===== src/rtl/asip_pkg.sv =====
// rtl/asip_pkg.sv - shared op classes, condition codes, flag indices and flush FSM states
package asip_pkg;

  localparam logic [1:0] OP_DP  = 2'b00;
  localparam logic [1:0] OP_MEM = 2'b01;
  localparam logic [1:0] OP_BR  = 2'b10;
  localparam logic [1:0] OP_RSV = 2'b11;

  localparam logic [2:0] COND_AL = 3'b000;
  localparam logic [2:0] COND_EQ = 3'b001;
  localparam logic [2:0] COND_LT = 3'b010;
  localparam logic [2:0] COND_GT = 3'b011;
  localparam logic [2:0] COND_LE = 3'b100;
  localparam logic [2:0] COND_GE = 3'b101;

  localparam int FLG_N = 3;
  localparam int FLG_Z = 2;
  localparam int FLG_C = 1;
  localparam int FLG_V = 0;

  typedef enum logic {IDLE, FLUSH} flush_state_t;

endpackage


===== src/rtl/conditionCheck.sv =====
// rtl/conditionCheck.sv - evaluates an instruction condition against the NZCV flags
module conditionCheck
  import asip_pkg::*;
(
  input  logic [1:0] i_op,
  input  logic [2:0] i_cond,
  input  logic [3:0] i_flags,
  output logic       o_cond_ex,
  output logic       o_illegal
);

  logic w_n;
  logic w_z;
  logic w_v;
  logic w_pass;

  assign w_n = i_flags[FLG_N];
  assign w_z = i_flags[FLG_Z];
  assign w_v = i_flags[FLG_V];

  assign o_illegal = (i_op == OP_RSV) || ((i_op == OP_BR) && (i_cond[2:1] == 2'b11));

  // Unassigned condition codes never pass, whatever the op class.
  always_comb begin
    w_pass = 1'b0;
    case (i_cond)
      COND_AL: w_pass = 1'b1;
      COND_EQ: w_pass = w_z;
      COND_LT: w_pass = w_n ^ w_v;
      COND_GT: w_pass = ~w_z & ~(w_n ^ w_v);
      COND_LE: w_pass = w_z | (w_n ^ w_v);
      COND_GE: w_pass = ~(w_n ^ w_v);
      default: w_pass = 1'b0;
    endcase
  end

  assign o_cond_ex = w_pass & ~o_illegal;

endmodule


===== src/rtl/cond_flag_unit.sv =====
// rtl/cond_flag_unit.sv - execute-stage NZCV register, control gating, branch flush and taken count
module cond_flag_unit
  import asip_pkg::*;
#(
  parameter int FLUSH_CYCLES = 2,
  parameter int CNT_W        = 16
) (
  input  logic             clk,
  input  logic             reset,
  input  logic             valid_e,
  input  logic             stall_e,
  input  logic [1:0]       op_e,
  input  logic [2:0]       cond_e,
  input  logic [3:0]       alu_flags,
  input  logic [1:0]       flag_write_e,
  input  logic             pcsrc_e,
  input  logic             regwrite_e,
  input  logic             memwrite_e,
  input  logic             cnt_clr,
  output logic             pcsrc,
  output logic             regwrite,
  output logic             memwrite,
  output logic             flush,
  output logic [3:0]       flags,
  output logic             illegal_cond,
  output logic [CNT_W-1:0] taken_cnt
);

  localparam int FC_W = (FLUSH_CYCLES > 1) ? $clog2(FLUSH_CYCLES) : 1;

  flush_state_t     r_state;
  flush_state_t     w_state_nxt;
  logic [FC_W-1:0]  r_flush_cnt;
  logic [FC_W-1:0]  w_flush_cnt_nxt;
  logic [3:0]       r_flags;
  logic [CNT_W-1:0] r_taken_cnt;
  logic             w_live;
  logic             w_cond_ex;
  logic             w_upd;

  conditionCheck u_cond_check (
    .i_op      (op_e),
    .i_cond    (cond_e),
    .i_flags   (r_flags),
    .o_cond_ex (w_cond_ex),
    .o_illegal (illegal_cond)
  );

  assign w_live   = valid_e & ~stall_e & (r_state == IDLE);
  assign w_upd    = w_live & w_cond_ex;
  assign pcsrc    = w_upd & pcsrc_e;
  assign regwrite = w_upd & regwrite_e;
  assign memwrite = w_upd & memwrite_e;
  assign flags    = r_flags;
  assign taken_cnt = r_taken_cnt;

  always_ff @(posedge clk or negedge reset) begin
    if (!reset) begin
      r_flags <= 4'b0000;
    end else if (w_upd) begin
      if (flag_write_e[1]) r_flags[3:2] <= alu_flags[3:2];
      if (flag_write_e[0]) r_flags[1:0] <= alu_flags[1:0];
    end
  end

  // The taken cycle itself flushes from IDLE; FLUSH covers the remaining cycles.
  always_comb begin
    w_state_nxt     = r_state;
    w_flush_cnt_nxt = r_flush_cnt;
    flush           = 1'b0;
    case (r_state)
      IDLE: begin
        flush = pcsrc;
        if (pcsrc && (FLUSH_CYCLES > 1)) begin
          w_state_nxt     = FLUSH;
          w_flush_cnt_nxt = FC_W'(FLUSH_CYCLES - 1);
        end
      end
      FLUSH: begin
        flush = 1'b1;
        if (!stall_e) begin
          if (r_flush_cnt == FC_W'(1)) begin
            w_state_nxt     = IDLE;
            w_flush_cnt_nxt = '0;
          end else begin
            w_flush_cnt_nxt = r_flush_cnt - 1'b1;
          end
        end
      end
    endcase
  end

  always_ff @(posedge clk or negedge reset) begin
    if (!reset) begin
      r_state     <= IDLE;
      r_flush_cnt <= '0;
    end else begin
      r_state     <= w_state_nxt;
      r_flush_cnt <= w_flush_cnt_nxt;
    end
  end

  always_ff @(posedge clk or negedge reset) begin
    if (!reset) begin
      r_taken_cnt <= '0;
    end else if (cnt_clr) begin
      r_taken_cnt <= '0;
    end else if (pcsrc && (r_taken_cnt != '1)) begin
      r_taken_cnt <= r_taken_cnt + 1'b1;
    end
  end

endmodule


===== config.mk =====
export PLATFORM = sky130hd
export DESIGN_NAME = cond_flag_unit
export DESIGN_NICKNAME = d
export VERILOG_FILES = /design/src/rtl/asip_pkg.sv /design/src/rtl/conditionCheck.sv /design/src/rtl/cond_flag_unit.sv
export SDC_FILE = /design/constraint.sdc
export NUM_CORES = 1
export LEC_CHECK = 0
export CAP_MARGIN = 15
export CORE_MARGIN = 2
export CORE_UTILIZATION = 25
export CTS_CLUSTER_DIAMETER = 120
export DETAILED_ROUTE_END_ITERATION = 8
export SYNTH_ARGS = -nofsm -noshare
export SYNTH_HDL_FRONTEND = slang
export SYNTH_SLANG_ARGS = --single-unit

===== constraint.sdc =====
create_clock -name clk -period 2.7 [get_ports clk]
set_input_delay 0.27 -clock clk [delete_from_list [all_inputs] [get_ports clk]]
set_output_delay 0.27 -clock clk [all_outputs]
set_load 0.005 [all_outputs]

**Yosys cells after proc, flatten, opt, wreduce, memory -nomap -nowiden**

Index checks and enable logic that the tools add are counted.

- Mux-type cells: 12
- $add $sub $neg: 2
- Reductions and logical operators: 8
- Equal/unequal tests: 11
- Bitwise operators: 15

Operator list:

| cell | count |
|---|---|
| $mux 16 | 2 |
| $add 16x1->16 const B | 1 |
| $ne 16x16->1 const B | 1 |
| $and 1x1->1 | 8 |
| $eq 2x2->1 const B | 3 |
| $eq 3x2->1 const B | 2 |
| $eq 3x3->1 const B | 2 |
| $mux 1 | 6 |
| $pmux 1 s2 | 3 |
| $pmux 1 s6 | 1 |
| $reduce_and 2->1 | 3 |
| $not 1->1 | 5 |
| $ne 2x2->1 const B | 2 |
| $eq 3x1->1 const B | 1 |
| $logic_not 3->1 | 1 |
| $logic_and 1x1->1 | 2 |
| $reduce_bool 2->1 | 1 |
| $logic_or 1x1->1 | 1 |
| $or 1x1->1 | 1 |
| $sub 1x1->1 const B | 1 |
| $xor 1x1->1 | 1 |

- Word-level logic and storage cells: 53
- Bits in registers: 22
- Input port bits: 19
- Output and inout bits: 25

**Longest topological paths before layout**

- Depth after elaboration: 10
- Mapped depth: 8

**By module**

Synthesis repeated with hierarchy kept, for this count alone.

- Cells, all modules: 133
- Area, all modules: 1282.5 µm²

By module, submodules not included:

| module | cells an instance | area an instance (µm²) | seq. area each (µm²) | times used |
|---|---|---|---|---|
| cond_flag_unit | 123 | 1203.7 | 550.5 | 1 |
| conditionCheck | 10 | 78.8 | 0.0 | 1 |

**Least setup slack after synthesis**

No wires, ideal clock.

- Path kind: flip-flop to flip-flop
- From: register r_taken_cnt[0] (netlist: taken_cnt[0])
- To: register r_taken_cnt[5] (netlist: taken_cnt[5])
- Data arrival time: 1.820 ns
- Slack: 0.752 ns
- Stages on the path, launching flop included: 8
- Period minus slack after synthesis: 1.948 ns
- Buffers on the path: 1
- Cell sequence: dfrtp_1 -> ha_1 -> and3_1 -> nand4_4 -> o311ai_4 -> buf_4 -> nor4_1 -> mux2_1

- Word-level cells in the longest chain between the ends: 3

RTL lines:

| item | RTL line | RTL |
|---|---|---|
| from (decl) | cond_flag_unit.sv:36 | `logic [CNT_W-1:0] r_taken_cnt;` |
| from (signal assigned) | cond_flag_unit.sv:109 | `r_taken_cnt <= r_taken_cnt + 1'b1;` |
| $add 16x1->16 or $ne 16x16->1 (tied branches) | cond_flag_unit.sv:109, cond_flag_unit.sv:108 |  |
| $mux 16 or $logic_and 1x1->1 (tied branches) | cond_flag_unit.sv:108 | `end else if (pcsrc && (r_taken_cnt != '1)) begin` |
| $mux 16 or $reduce_bool 2->1 (tied branches) | - |  |

Parallel ways exist; a longest one is shown, timed or not. The select of a mux whose other input is x is not followed.
A chain may end at the register's enable or synchronous reset.

**Worst setup path after layout**

- From: register r_flags[0] (netlist: flags[0])
- To: output port flush

- Word-level cells in the longest chain between the ends: 8

RTL lines:

| item | RTL line | RTL |
|---|---|---|
| from (decl) | cond_flag_unit.sv:35 | `logic [3:0] r_flags;` |
| from (signal assigned) | cond_flag_unit.sv:62 | `if (flag_write_e[0]) r_flags[1:0] <= alu_flags[1:0];` |
| $xor 1x1->1 (*) | - |  |
| $not 1->1 | conditionCheck.sv:30, conditionCheck.sv:32 |  |
| $and 1x1->1 | conditionCheck.sv:30 | `COND_GT: w_pass = ~w_z & ~(w_n ^ w_v);` |
| $pmux 1 s6 (*) | conditionCheck.sv:26 | `case (i_cond)` |
| $and 1x1->1 (*) | conditionCheck.sv:37 | `assign o_cond_ex = w_pass & ~o_illegal;` |
| $and 1x1->1 (*) | cond_flag_unit.sv:50 | `assign w_upd = w_live & w_cond_ex;` |
| $and 1x1->1 (*) | cond_flag_unit.sv:51 | `assign pcsrc = w_upd & pcsrc_e;` |
| $pmux 1 s2 (*) | cond_flag_unit.sv:71 | `case (r_state)` |
| to (decl) | cond_flag_unit.sv:23 | `output logic flush,` |

Mark *: on every way between the ends. The rest lies on a longest branch, timed or not.

==> run summary <==
RUN STATUS
-------------------------------------------------------------------------------------
Run status                                                               finished clean

LOGIC SYNTHESIS
-------------------------------------------------------------------------------------
Number of register bits inferred by synthesis                                      22
Average instance area after synthesis                                        9.96 um2
Ranking of synthesized cells by instance count                           22 x dfrtp_1, 16 x a21oi_1, 9 x o31ai_1, 9 x or4_1, 8 x nor2_1
Share of flip-flops with an asynchronous set or reset after synthesis            100%
Total of warnings raised by yosys                                                   0
Post-synth top area cell                                                      dfrtp_1
Share of synthesized area occupied by flip-flops and latches                    40.6%
Area share of and/or/nand/nor cells after synthesis                             25.6%
Xor/xnor cell area share of the yosys netlist                                  0.646%
Post-synth top area share                                                       40.6%
Adder-Cell Fraction of Synth Area                                              0.923%
Synth Area in Compound Gates                                                    19.3%
Post-synth top flop                                                           dfrtp_1
Post-Syn Area                                                                1360 um2
Dominant combinational cell family by area after synthesis               simple AND/OR/NAND/NOR gates
Leading cell type by number of instances after synthesis                      dfrtp_1
Share of cell area taken by muxes after synthesis                               5.82%
Mapped Nets                                                                       156
Largest cells by area after synthesis                                    dfrtp_1 41%, a21oi_1 5.9%, o31ai_1 5.0%
Post-synth cell types                                                              37
Number of synthesized flops with an enable pin                                      0
Number of standard cells after synthesis                                          136

POWER
-------------------------------------------------------------------------------------
Leakage power                                                             0.000727 uW
Areal power density over the cells                                         551 nW/um2
Worst vdd ir                                                                 0.276 mV

ROUTE
-------------------------------------------------------------------------------------
Antenna Nets Post-Route                                                             0
DRC violations left                                                                 0
Vias per cell                                                                    5.03
Count of routing violations after the opening detailed-route iteration             81
Final routed wire length divided by cell count                                14.0 um
Routed via count                                                                 1247
Router iterations before antenna repair                                             4
Final WL                                                                      3480 um

DIE
-------------------------------------------------------------------------------------
Die height                                                                    77.6 um
Die width                                                                     77.6 um
Core area                                                                    5170 um2
Cell Rows                                                                          26
Die Outline Area                                                             6020 um2
Number of I/O pins                                                                 44
Initial cell density of the core                                                26.2%

CLOCK TREE
-------------------------------------------------------------------------------------
TritonCTS clock tree                                                            built
Number of H-tree levels                                                             1
Number of CTS-inserted buffers                                                      3
CTS Hold Buffers Added                                                              0
Clock network latency to the later pin of the worst-skew pair                 0.26 ns
Sinks on Clock Net                                                                 22
Register clock-pin slew on the reported worst setup and hold paths            0.09 ns
Number of buffers on the longest clock path                                         2
CTS Root Cell                                                                clkbuf_8

SETUP PATH
-------------------------------------------------------------------------------------
CP max FO                                                                           3
Type of element launching the critical path                                 flip-flop
CP endpoint kind                                                           output pin
Count of buffering cells on the critical path with inverters included               1
Largest incremental delay on the critical path                                0.45 ns
Arrival @ worst endpoint                                                      2.27 ns
Type of the setup path with the least slack                                reg -> out
List of cells traversed by the critical path                             xnor2_2 > nor2b_1 > o221ai_1 > and3_1 > or2_2 > clkdlybuf4s50_1
Worst endpoint required time                                                  2.43 ns
Cell class contributing the biggest share of worst-path delay            simple AND/OR/NAND/NOR gates
Slowest stage cell, crit path                                            clkdlybuf4s50_1

FINISH
-------------------------------------------------------------------------------------
Final core utilization                                                          36.3%
Syn-to-layout area delta                                                        38.6%
Fraction of layout cells with a size suffix above 1                             9.55%
Number of non-filler instances in the completed layout                            248
Area of all sequential standard cells                                         551 um2
Fin nets                                                                          200
Number of diodes                                                                    0
Multi-input gate area in the final layout                                     716 um2
Number of fill cells                                                              529

PLACEMENT
-------------------------------------------------------------------------------------
DP HPWL                                                                       2520 um
Routability congestion estimate from global placement                           0.710
Worst setup timing slack at the placement stage                              0.162 ns
Placed Cells                                                                      245
Total of buffers placed on input and output ports                                  43

GLOBAL ROUTE
-------------------------------------------------------------------------------------
Vias in the first global route                                                   1242
Maximum number of pins on one net before global-route repair                       30
First-pass GRT wire length                                                    6020 um
Total global routing overflow                                                       0
Total Routing Usage GR                                                          12.2%
Number of antenna violations at the first check in global routing                   0

TIMING
-------------------------------------------------------------------------------------
Number of failing hold endpoints at the final stage                                 0
Max transition margin                                                           53.2%
Setup repair after global routing missed its margin                                no
Setup tns final                                                                  0 ns
Final setup violation count                                                         0
Share of the cycle needed by the critical path after routing                    94.0%
Fin Clk Skew                                                               0.00357 ns
Crit path setup slack, layout                                                0.162 ns
Peak Freq                                                                     394 MHz
Worst slew pin tran                                                          0.699 ns
Fin. max-slew vios                                                                  0
Minimum period implied by the final worst setup slack                         2.54 ns

WORST HOLD PATH
-------------------------------------------------------------------------------------
Type of the tightest min-delay check                                      in -> async

FLOW RUN
-------------------------------------------------------------------------------------
Number of max-cap violations                                                        0

==> cell families (layout without fill, tap and decap cells) <==
group,after synthesis,count (layout)
simple gates,56,56
compound gates,36,36
flops,22,22
buf+inv,13,55
mux,7,7
fa+ha+maj,1,1
xor+xnor,1,1
==> layout by cell type, fill, tap and decap left out, types with 2 or more instances in the layout <==
master           instances
mux2_1                   3
clkdlybuf4s50_1         43
o31ai_1                  9
or4_1                    9
nand4_1                  3
or4b_1                   2
dfrtp_1                 22
buf_4                    5
inv_1                    4
nand3_1                  7
mux2_2                   4
nor3_1                   2
o41ai_1                  2
o21ai_1                  2
nor2b_1                  5
nor4_1                   2
nand2_1                  5
and3_1                   6
a21oi_1                 16
clkbuf_8                 3
nor2_1                   8
==> power breakdown <==
part,leakage (uW),total (uW),internal [uW],switching (uW)
clock network,0.0000216,213,99.7,113
registers,0.000297,410,371,38.9
logic,0.000409,411,209,202
==> per-stage QoR <==
step	power, uW	instance area, um2	hold slack, ns
4_1_cts	1040	1870	0.370
3_5_place_dp	824	1830	0.495
2_1_floorplan	697	1360	-0.0256
5_1_grt	1110	1880	0.386
3_3_place_gp	814	1830	0.464
6_report	1030	1880	0.356
==> registers in the layout, indices dropped and copies added (netlist names) <==
signal,flops
flags,4
r_state,1
taken_cnt,16
r_flush_cnt,1
==> worst paths after layout <==
kind,from,to,slack (ns),cells past startpoint
min,reset,taken_cnt[2],0.36,2
min reg2reg,r_flush_cnt,r_flush_cnt,0.50,1
max,flags[0],flush,0.16,6
max in group asynchronous,reset,r_flush_cnt,2.11,2
max reg2reg,taken_cnt[0],taken_cnt[9],0.56,7
min in group clk,r_flush_cnt,r_flush_cnt,0.50,1
==> per-layer routing <==
metal	global-route usage, %	vias up	share of wire, %
met3	2.21	4	3.0
met5	0	-	0
met2	19.1	20	48
met1	17.0	612	48
li1	-	611	-
met4	3.75	0	0.98
==> what timing repair did <==
| item | CTS | global route |
|---|---|---|
| endpoints found under the setup margin | 0 | 1 |
| resized for setup | 0 | 1 |
| setup buffers | 0 | 0 |
| endpoints found under the hold margin | 0 | 0 |
==> layout make-up <==
class	instances	share of cell area (%)
inverter	4	0.799
multi-input combinational	101	38.1
tap	70	4.66
clock buffer	3	2.20
timing repair buffer	48	24.9
sequential	22	29.3
Note: power is estimated with default switching activity, not from simulation.
